## src/rtl/branch_target_predictor_pkg.sv

```systemverilog
// Shared predictor constants: default geometry and direction-counter encodings.
// EX and IF1 import this to recompute table index/tag consistently.
package branch_target_predictor_pkg;

    localparam int unsigned DEF_WORD     = 32;
    localparam int unsigned DEF_ENTRIES  = 64;
    localparam int unsigned DEF_CNT_BITS = 2;
    localparam int unsigned DEF_TAG_BITS = 8;

    // Counter value loaded at reset: weakly not taken.
    function automatic int unsigned cnt_weak_not_taken(int unsigned bits);
        return (32'd1 << (bits - 1)) - 32'd1;
    endfunction

    // Counter value loaded on allocation: weakly taken.
    function automatic int unsigned cnt_weak_taken(int unsigned bits);
        return 32'd1 << (bits - 1);
    endfunction

endpackage

```

## src/rtl/branch_target_predictor_sat_counter.sv

```systemverilog
// Combinational saturating up/down counter used on the predictor training path.
module sat_counter
    import branch_target_predictor_pkg::*;
#(
    parameter int unsigned CNT_BITS = DEF_CNT_BITS
) (
    input  logic [CNT_BITS-1:0] cnt,
    input  logic                taken,
    output logic [CNT_BITS-1:0] cnt_next
);

    always_comb begin
        cnt_next = cnt;
        if (taken) begin
            if (cnt != '1) cnt_next = cnt + CNT_BITS'(1);
        end else begin
            if (cnt != '0) cnt_next = cnt - CNT_BITS'(1);
        end
    end

endmodule

```

## src/rtl/branch_target_predictor.sv

```systemverilog
// Tagged direction/target table: lookup with the IF0 PC answers in IF1,
// EX resolution trains the table every cycle regardless of stall.
module branch_target_predictor
    import branch_target_predictor_pkg::*;
#(
    parameter int unsigned WORD     = DEF_WORD,
    parameter int unsigned ENTRIES  = DEF_ENTRIES,
    parameter int unsigned CNT_BITS = DEF_CNT_BITS,
    parameter int unsigned TAG_BITS = DEF_TAG_BITS
) (
    input  logic            clk,
    input  logic            rst,
    input  logic            stall,
    input  logic [WORD-1:0] lk_pc,
    output logic            pred_hit,
    output logic            pred_taken,
    output logic [WORD-1:0] pred_target,
    input  logic            upd_valid,
    input  logic [WORD-1:0] upd_pc,
    input  logic            upd_taken,
    input  logic [WORD-1:0] upd_target
);

    localparam int unsigned IDX_BITS = $clog2(ENTRIES);
    localparam logic [CNT_BITS-1:0] CNT_INIT  = CNT_BITS'(cnt_weak_not_taken(CNT_BITS));
    localparam logic [CNT_BITS-1:0] CNT_ALLOC = CNT_BITS'(cnt_weak_taken(CNT_BITS));

    logic                valid_q  [ENTRIES];
    logic [TAG_BITS-1:0] tag_q    [ENTRIES];
    logic [CNT_BITS-1:0] cnt_q    [ENTRIES];
    logic [WORD-1:0]     target_q [ENTRIES];

    logic [IDX_BITS-1:0] lk_idx, upd_idx;
    logic [TAG_BITS-1:0] lk_tag, upd_tag;
    logic                lk_hit, lk_taken;
    logic [WORD-1:0]     lk_target;
    logic                upd_hit;
    logic [CNT_BITS-1:0] upd_cnt_next;
    logic                unused_upd_pc;

    assign lk_idx  = lk_pc[IDX_BITS+1:2];
    assign lk_tag  = lk_pc[IDX_BITS+2 +: TAG_BITS];
    assign upd_idx = upd_pc[IDX_BITS+1:2];
    assign upd_tag = upd_pc[IDX_BITS+2 +: TAG_BITS];
    assign unused_upd_pc = ^upd_pc;

    // Reads see the pre-edge table, which gives read-before-write on index collisions.
    always_comb begin
        lk_hit    = valid_q[lk_idx] && (tag_q[lk_idx] == lk_tag);
        lk_taken  = lk_hit && cnt_q[lk_idx][CNT_BITS-1];
        lk_target = lk_taken ? target_q[lk_idx] : lk_pc + WORD'(4);
    end

    assign upd_hit = valid_q[upd_idx] && (tag_q[upd_idx] == upd_tag);

    sat_counter #(
        .CNT_BITS(CNT_BITS)
    ) u_sat_counter (
        .cnt      (cnt_q[upd_idx]),
        .taken    (upd_taken),
        .cnt_next (upd_cnt_next)
    );

    always_ff @(posedge clk) begin
        if (rst) begin
            pred_hit    <= 1'b0;
            pred_taken  <= 1'b0;
            pred_target <= '0;
            for (int unsigned i = 0; i < ENTRIES; i++) begin
                valid_q[IDX_BITS'(i)] <= 1'b0;
                cnt_q[IDX_BITS'(i)]   <= CNT_INIT;
            end
        end else begin
            if (!stall) begin
                pred_hit    <= lk_hit;
                pred_taken  <= lk_taken;
                pred_target <= lk_target;
            end
            if (upd_valid) begin
                if (upd_hit) begin
                    cnt_q[upd_idx] <= upd_cnt_next;
                    if (upd_taken) target_q[upd_idx] <= upd_target;
                end else if (upd_taken) begin
                    valid_q[upd_idx]  <= 1'b1;
                    tag_q[upd_idx]    <= upd_tag;
                    cnt_q[upd_idx]    <= CNT_ALLOC;
                    target_q[upd_idx] <= upd_target;
                end
            end
        end
    end

endmodule

```

## config.mk

```make
export PLATFORM = sky130hd
export DESIGN_NAME = branch_target_predictor
export DESIGN_NICKNAME = d
export VERILOG_FILES = /design/src/rtl/branch_target_predictor_pkg.sv /design/src/rtl/branch_target_predictor_sat_counter.sv /design/src/rtl/branch_target_predictor.sv
export SDC_FILE = /design/constraint.sdc
export NUM_CORES = 2
export LEC_CHECK = 0
export CAP_MARGIN = 20
export CORE_ASPECT_RATIO = 1.2
export CORE_UTILIZATION = 40
export DETAILED_ROUTE_END_ITERATION = 7
export DONT_BUFFER_PORTS = 1
export HOLD_SLACK_MARGIN = 0.08
export SYNTH_ARGS = -nofsm -noshare
export SYNTH_HDL_FRONTEND = slang
export SYNTH_HIERARCHICAL = 1
export SYNTH_SLANG_ARGS = --single-unit
```

## constraint.sdc

```tcl
create_clock -name clk -period 8.94 [get_ports clk]
set_input_delay 1.788 -clock clk [delete_from_list [all_inputs] [get_ports clk]]
set_output_delay 1.788 -clock clk [all_outputs]
set_load 0.005 [all_outputs]
```

# After elaboration in Yosys (flattened, before gate mapping)
# Memory sizes are Yosys's and may differ from the RTL's.
# Index checks and enable logic that the tools add are counted.
[totals]
regBits = 34
ram_bits = 2752
inputBits = 101
mem_count = 4
[mem_list]
columns = ["memory", "depth", "width", "read_ports", "rd_clocked_by_memory_dff", "wr", "line_no", "source"]
rows = [
  ["target_q", 64, 32, 1, 0, 1, "branch_target_predictor.sv:31", "logic [WORD-1:0] target_q [ENTRIES];"],
  ["tag_q", 64, 8, 2, 0, 1, "branch_target_predictor.sv:29", "logic [TAG_BITS-1:0] tag_q [ENTRIES];"],
  ["cnt_q", 64, 2, 2, 0, 64, "branch_target_predictor.sv:30", "logic [CNT_BITS-1:0] cnt_q [ENTRIES];"],
  ["valid_q", 64, 1, 2, 0, 64, "branch_target_predictor.sv:28", "logic valid_q [ENTRIES];"],
]
[classes]
addsub = 3
eq_ne = 3
mux = 27
bitwise = 2
reduce_logical = 6
[op_table]
columns = ["op", "n"]
rows = [
  ["$mux W32", 2],
  ["$add A32 B3 Y32 const B", 1],
  ["$mux W1", 18],
  ["$eq A8 B8 Y1", 2],
  ["$mux W6", 2],
  ["$mux W2", 5],
  ["$logic_and A1 B1 Y1", 3],
  ["$add A2 B1 Y2 const B", 1],
  ["$ne A2 B2 Y1 const B", 1],
  ["$or A1 B1 Y1", 2],
  ["$reduce_bool A2 Y1", 1],
  ["$reduce_or A2 Y1", 1],
  ["$sub A2 B1 Y2 const B", 1],
  ["$reduce_or A1 Y1", 1],
]

# Longest topological paths before layout
# An unclocked memory read counts as a cell.
[logic_depth]
ltp_word = 10
mapped_depth = 20
mapped_depth_nobuf = 13

# By module
# The synthesis kept the hierarchy.
[by_module_without_submodules]
columns = ["mod", "n_inst", "cells_each", "area_each_um2"]
rows = [
  ["branch_target_predictor", 1, 5470, 114421.0],
  ["sat_counter", 1, 3, 26.3],
]

# Worst setup path before layout
# No wires, ideal clock.
[synth_timing]
kind = "input-to-reg"
from = "in upd_pc[3]"
to = "mem cnt_q[41][0] (netlist name), data pin"
setup_ns = 0.278
arrival_time_ns = 5.492
t_required_ns = 8.662
path_slack_ns = 3.170
stages = 17
path_buffers = 8
path_cell_list = "buf_2 buf_2 buf_1 clkbuf_1 nor3b_1 clkbuf_1 clkbuf_1 a22oi_1 a31oi_1 a21oi_1 nand2_1 inv_1 maj3_2 mux2i_1 clkbuf_1 buf_1 nand4_1"
[synth_lines]
columns = ["item", "line_no", "source"]
rows = [
  ["from (decl)", "branch_target_predictor.sv:19", "input logic [WORD-1:0] upd_pc,"],
  ["to (decl)", "branch_target_predictor.sv:30", ""],
]

# Worst setup path after layout
[layout_timing]
from = "in lk_pc[4]"
to = "reg pred_target[4]"
[layout_between]
elab_chain_len = 5
elab_cells_between_ends = 9
[layout_lines]
columns = ["item", "line_no", "source"]
rows = [
  ["from (decl)", "branch_target_predictor.sv:14", "input logic [WORD-1:0] lk_pc,"],
  ["$mem_v2 Z64 W8", "--", ""],
  ["$eq A8 B8 Y1", "branch_target_predictor.sv:49", "lk_hit = valid_q[lk_idx] && (tag_q[lk_idx] == lk_tag);"],
  ["$logic_and A1 B1 Y1", "branch_target_predictor.sv:49", ""],
  ["$logic_and A1 B1 Y1", "branch_target_predictor.sv:50", "lk_taken = lk_hit && cnt_q[lk_idx][CNT_BITS-1];"],
  ["$mux W32 *", "branch_target_predictor.sv:51", "lk_target = lk_taken ? target_q[lk_idx] : lk_pc + WORD'(4);"],
  ["to (signal assigned)", "branch_target_predictor.sv:77", "pred_target <= lk_target;"],
  ["to (decl)", "branch_target_predictor.sv:17", "output logic [WORD-1:0] pred_target,"],
]
# Every way passes the cells marked *; elsewhere a longest branch is shown, timed or not.
# A chain may end at the register's enable or synchronous reset.

==> run metrics <==
Max Cap Viol 0; Worst Path Buf+Inv 3; Worst Hold End valid_q[26]$_DFF_P_; CTS tree yes; commonest non-fill, non-tap cells in the layout edfxtp_1 (2688), mux4_2 (936), clkbuf_16 (300); leakage power about 0.039 uW; #FFs+latches synth approximately 2800; Slew headroom -17.1%; core outline area 284000 um2; grt total ovfl 0; Worst path slowest cell or4_1; critical register-to-register path startpoint tag_q[39][7]$_DFFE_PP_; Setup Fix Bufs, Post-CTS 0; met2 usage between 30 and 40%; vias in the first global route 58879; crit-path most repeated cell buf_4; critical path class in2reg; Avg WL per Cell approximately 33 um; Die H between 500 and 600 um; NumNets Final 5597; CP Launch Type input pin; most common cell after layout, fill and taps aside edfxtp_1; Initial Utilization between 40% and 50%; Post-synth EDFFs around 2700; period utilization 75.1%; global routing's busiest layer met2; Mean Syn Cell Area around 21 um2; Row Count about 210; Cell variety after synth 75; Async SR Flop Fraction 0%; WP data arrival approximately 7.5 ns; reg2reg path depth 10; synth warn 6; Crit. End Element flop; Root Buffer clkbuf_16; post-synthesis sequential area ratio between 70 and 80%; hold path start valid_q[26]$_DFF_P_; Critical Path, Cell by Cell inv_2, buf_4, mux2i_1, nor3_1, o32ai_1, o21ai_0, xor2_1, or4_1, nor2_2, buf_4, o311a_1; Final setup viols 0; initial antenna violation count 17; Final Skew approximately 0.06 ns; htree depth 5; Starting DRT DRC Count between 7000 and 8000; 1st-pass router iterations 6; routed wire length roughly 320 mm; TritonCTS Buffers 289; via count approximately 58000; Final Wtd Congestion ~0.86; Die W around 490 um; RSZ-0062 raised after global routing false; drt via density ~6.1; HP Class reg2reg; DP HPWL ~180 mm; CTS clk-pin slew, worst paths 0.06 ns; Crit path depth 11; first-pass GRT wire length about 450 mm; die area between 200000 and 300000 um2; number of buffers added on ports 0; setup TNS 0 ns; Post-DRT Antenna Nets 0; largest net degree at the start of global routing 694; GR Util met1 ~28%; Clock Sinks 2786; critical path's top delay family buffers and inverters; Gate Count Post-Synth approximately 5500; Slew Viols, Final 211; Remaining DRCs 0; Hold Path Depth 2; CP peak stage delay 1.00 ns; violated checks max-slew violations; M3 GR Usage under 10%; hold buffers post-CTS 0; Worst-Margin Slew around 1.8 ns; Req. time, crit path just under 10 ns; all-layer global routing usage between 20% and 30%; r2r setup slk between 3 and 4 ns; Reg-to-Reg End cnt_q[9][0]$_SDFFCE_PN1P_; Cell Area, Synth around 110000 um2; peak supply drop 0.000143 V; maximum clock frequency 0.149 GHz; main area contributors after synthesis edfxtp_1 (71%), mux4_2 (18%), dfxtp_1 (1.7%); PD cells 213 nW/um2; area leader, netlist edfxtp_1; share of the synthesized area in the top cell type a little over two thirds; Final Hold Viols 0; # resized after CTS 0; status complete, but fails checks; Post-Syn Nets 5575; share of layout cells above drive strength 1 ~28%; CP max FO 245; Area Overhead vs Synth 12.0%; clk_lat worst skew between 0.8 and 0.9 ns; Post-synth top flop edfxtp_1; post-layout util 45.2%; I/O pin count 135; minimum clock period between 6 and 7 ns; Clock Tree Buf Depth 4
## Yosys cell counts (33+ instances only)
cell type and instances:
mux4_2 936, mux2i_1 109, buf_1 51, nor4_1 53
nand2_1 89, dfxtp_1 98, a41o_1 55, inv_1 88
o22ai_1 95, nand3_1 56, a22oi_1 77, a21oi_1 33
buf_2 101, nor2_1 175, nor3_1 34, clkbuf_1 232
nand4_1 79, edfxtp_1 2688
## sequential cells by signal, summed over array words and instances (netlist names)
| register | count |
|---|---|
| target_q | 2048 |
| tag_q | 512 |
| cnt_q | 128 |
| valid_q | 64 |
| pred_target | 32 |
| pred_hit | 1 |
| pred_taken | 1 |
## how the worst max path moves through the flow
stage               from                      endpoint  slack [ns]
4_1_cts         lk_pc[2]  pred_target[18]$_SDFFE_PP0N_        3.07
5_1_grt         lk_pc[3]  pred_target[31]$_SDFFE_PP0N_        2.29
3_5_place_dp    lk_pc[2]  pred_target[31]$_SDFFE_PP0N_        2.20
3_3_place_gp    lk_pc[2]  pred_target[31]$_SDFFE_PP0N_        2.23
6_report        lk_pc[4]   pred_target[4]$_SDFFE_PP0N_        2.23
2_1_floorplan  upd_pc[3]    cnt_q[41][0]$_SDFFCE_PN1P_        3.17
## area by class of cell
class                           count  area (um2)
Multi-Input combinational cell   2174       30100
Fill cell                       23820      156000
Clock inverter                    150        1300
Antenna cell                       30        75.1
Tap cell                         3780        4730
Inverter                           93         358
Sequential cell                  2786       82700
Timing Repair Buffer              151        1230
Clock buffer                      355        7750
## where the power goes
group	internal [uW]	switching, uW	leakage [uW]
clock network	6770	4960	0.00442
registers	14400	33.8	0.0251
logic	590	624	0.00961
## routing by layer
layer,vias to the layer above,routed length [um]
met5,-,0
met4,0,10600
met3,484,24400
met2,2593,162000
met1,31616,120000
li1,23509,-
## stage by stage
step | hold WS, ns | std cells | power (uW) | setup WS (ns) | area, um2
after floorplan | 0.457 | 5473 | 15600 | 3.17 | 114000
after detailed placement | 0.476 | 8977 | 15800 | 2.20 | 119000
final | 0.486 | 9519 | 27300 | 2.23 | 128000
after global routing | 0.496 | 9517 | 28000 | 2.29 | 128000
after CTS | 0.485 | 9482 | 27500 | 3.07 | 128000
after global placement | 0.467 | 8977 | 15800 | 2.23 | 119000
## cell families after synthesis
family,share of synthesized area [%]
flip-flops,72.2
AND/OR/NAND/NOR,2.81
adder cells (fa/ha/maj),0.0306
AO/OA/AOI/OAI,2.93
multiplexers,19.7
buffers and inverters,1.98
XOR/XNOR,0.352
## worst min-delay path, cell delays in order, from the launching register on
cell and delay [ns]:
dfxtp_1 0.31, inv_1 0.05, o22ai_1 0.07
(Power assumes the default switching activity.)
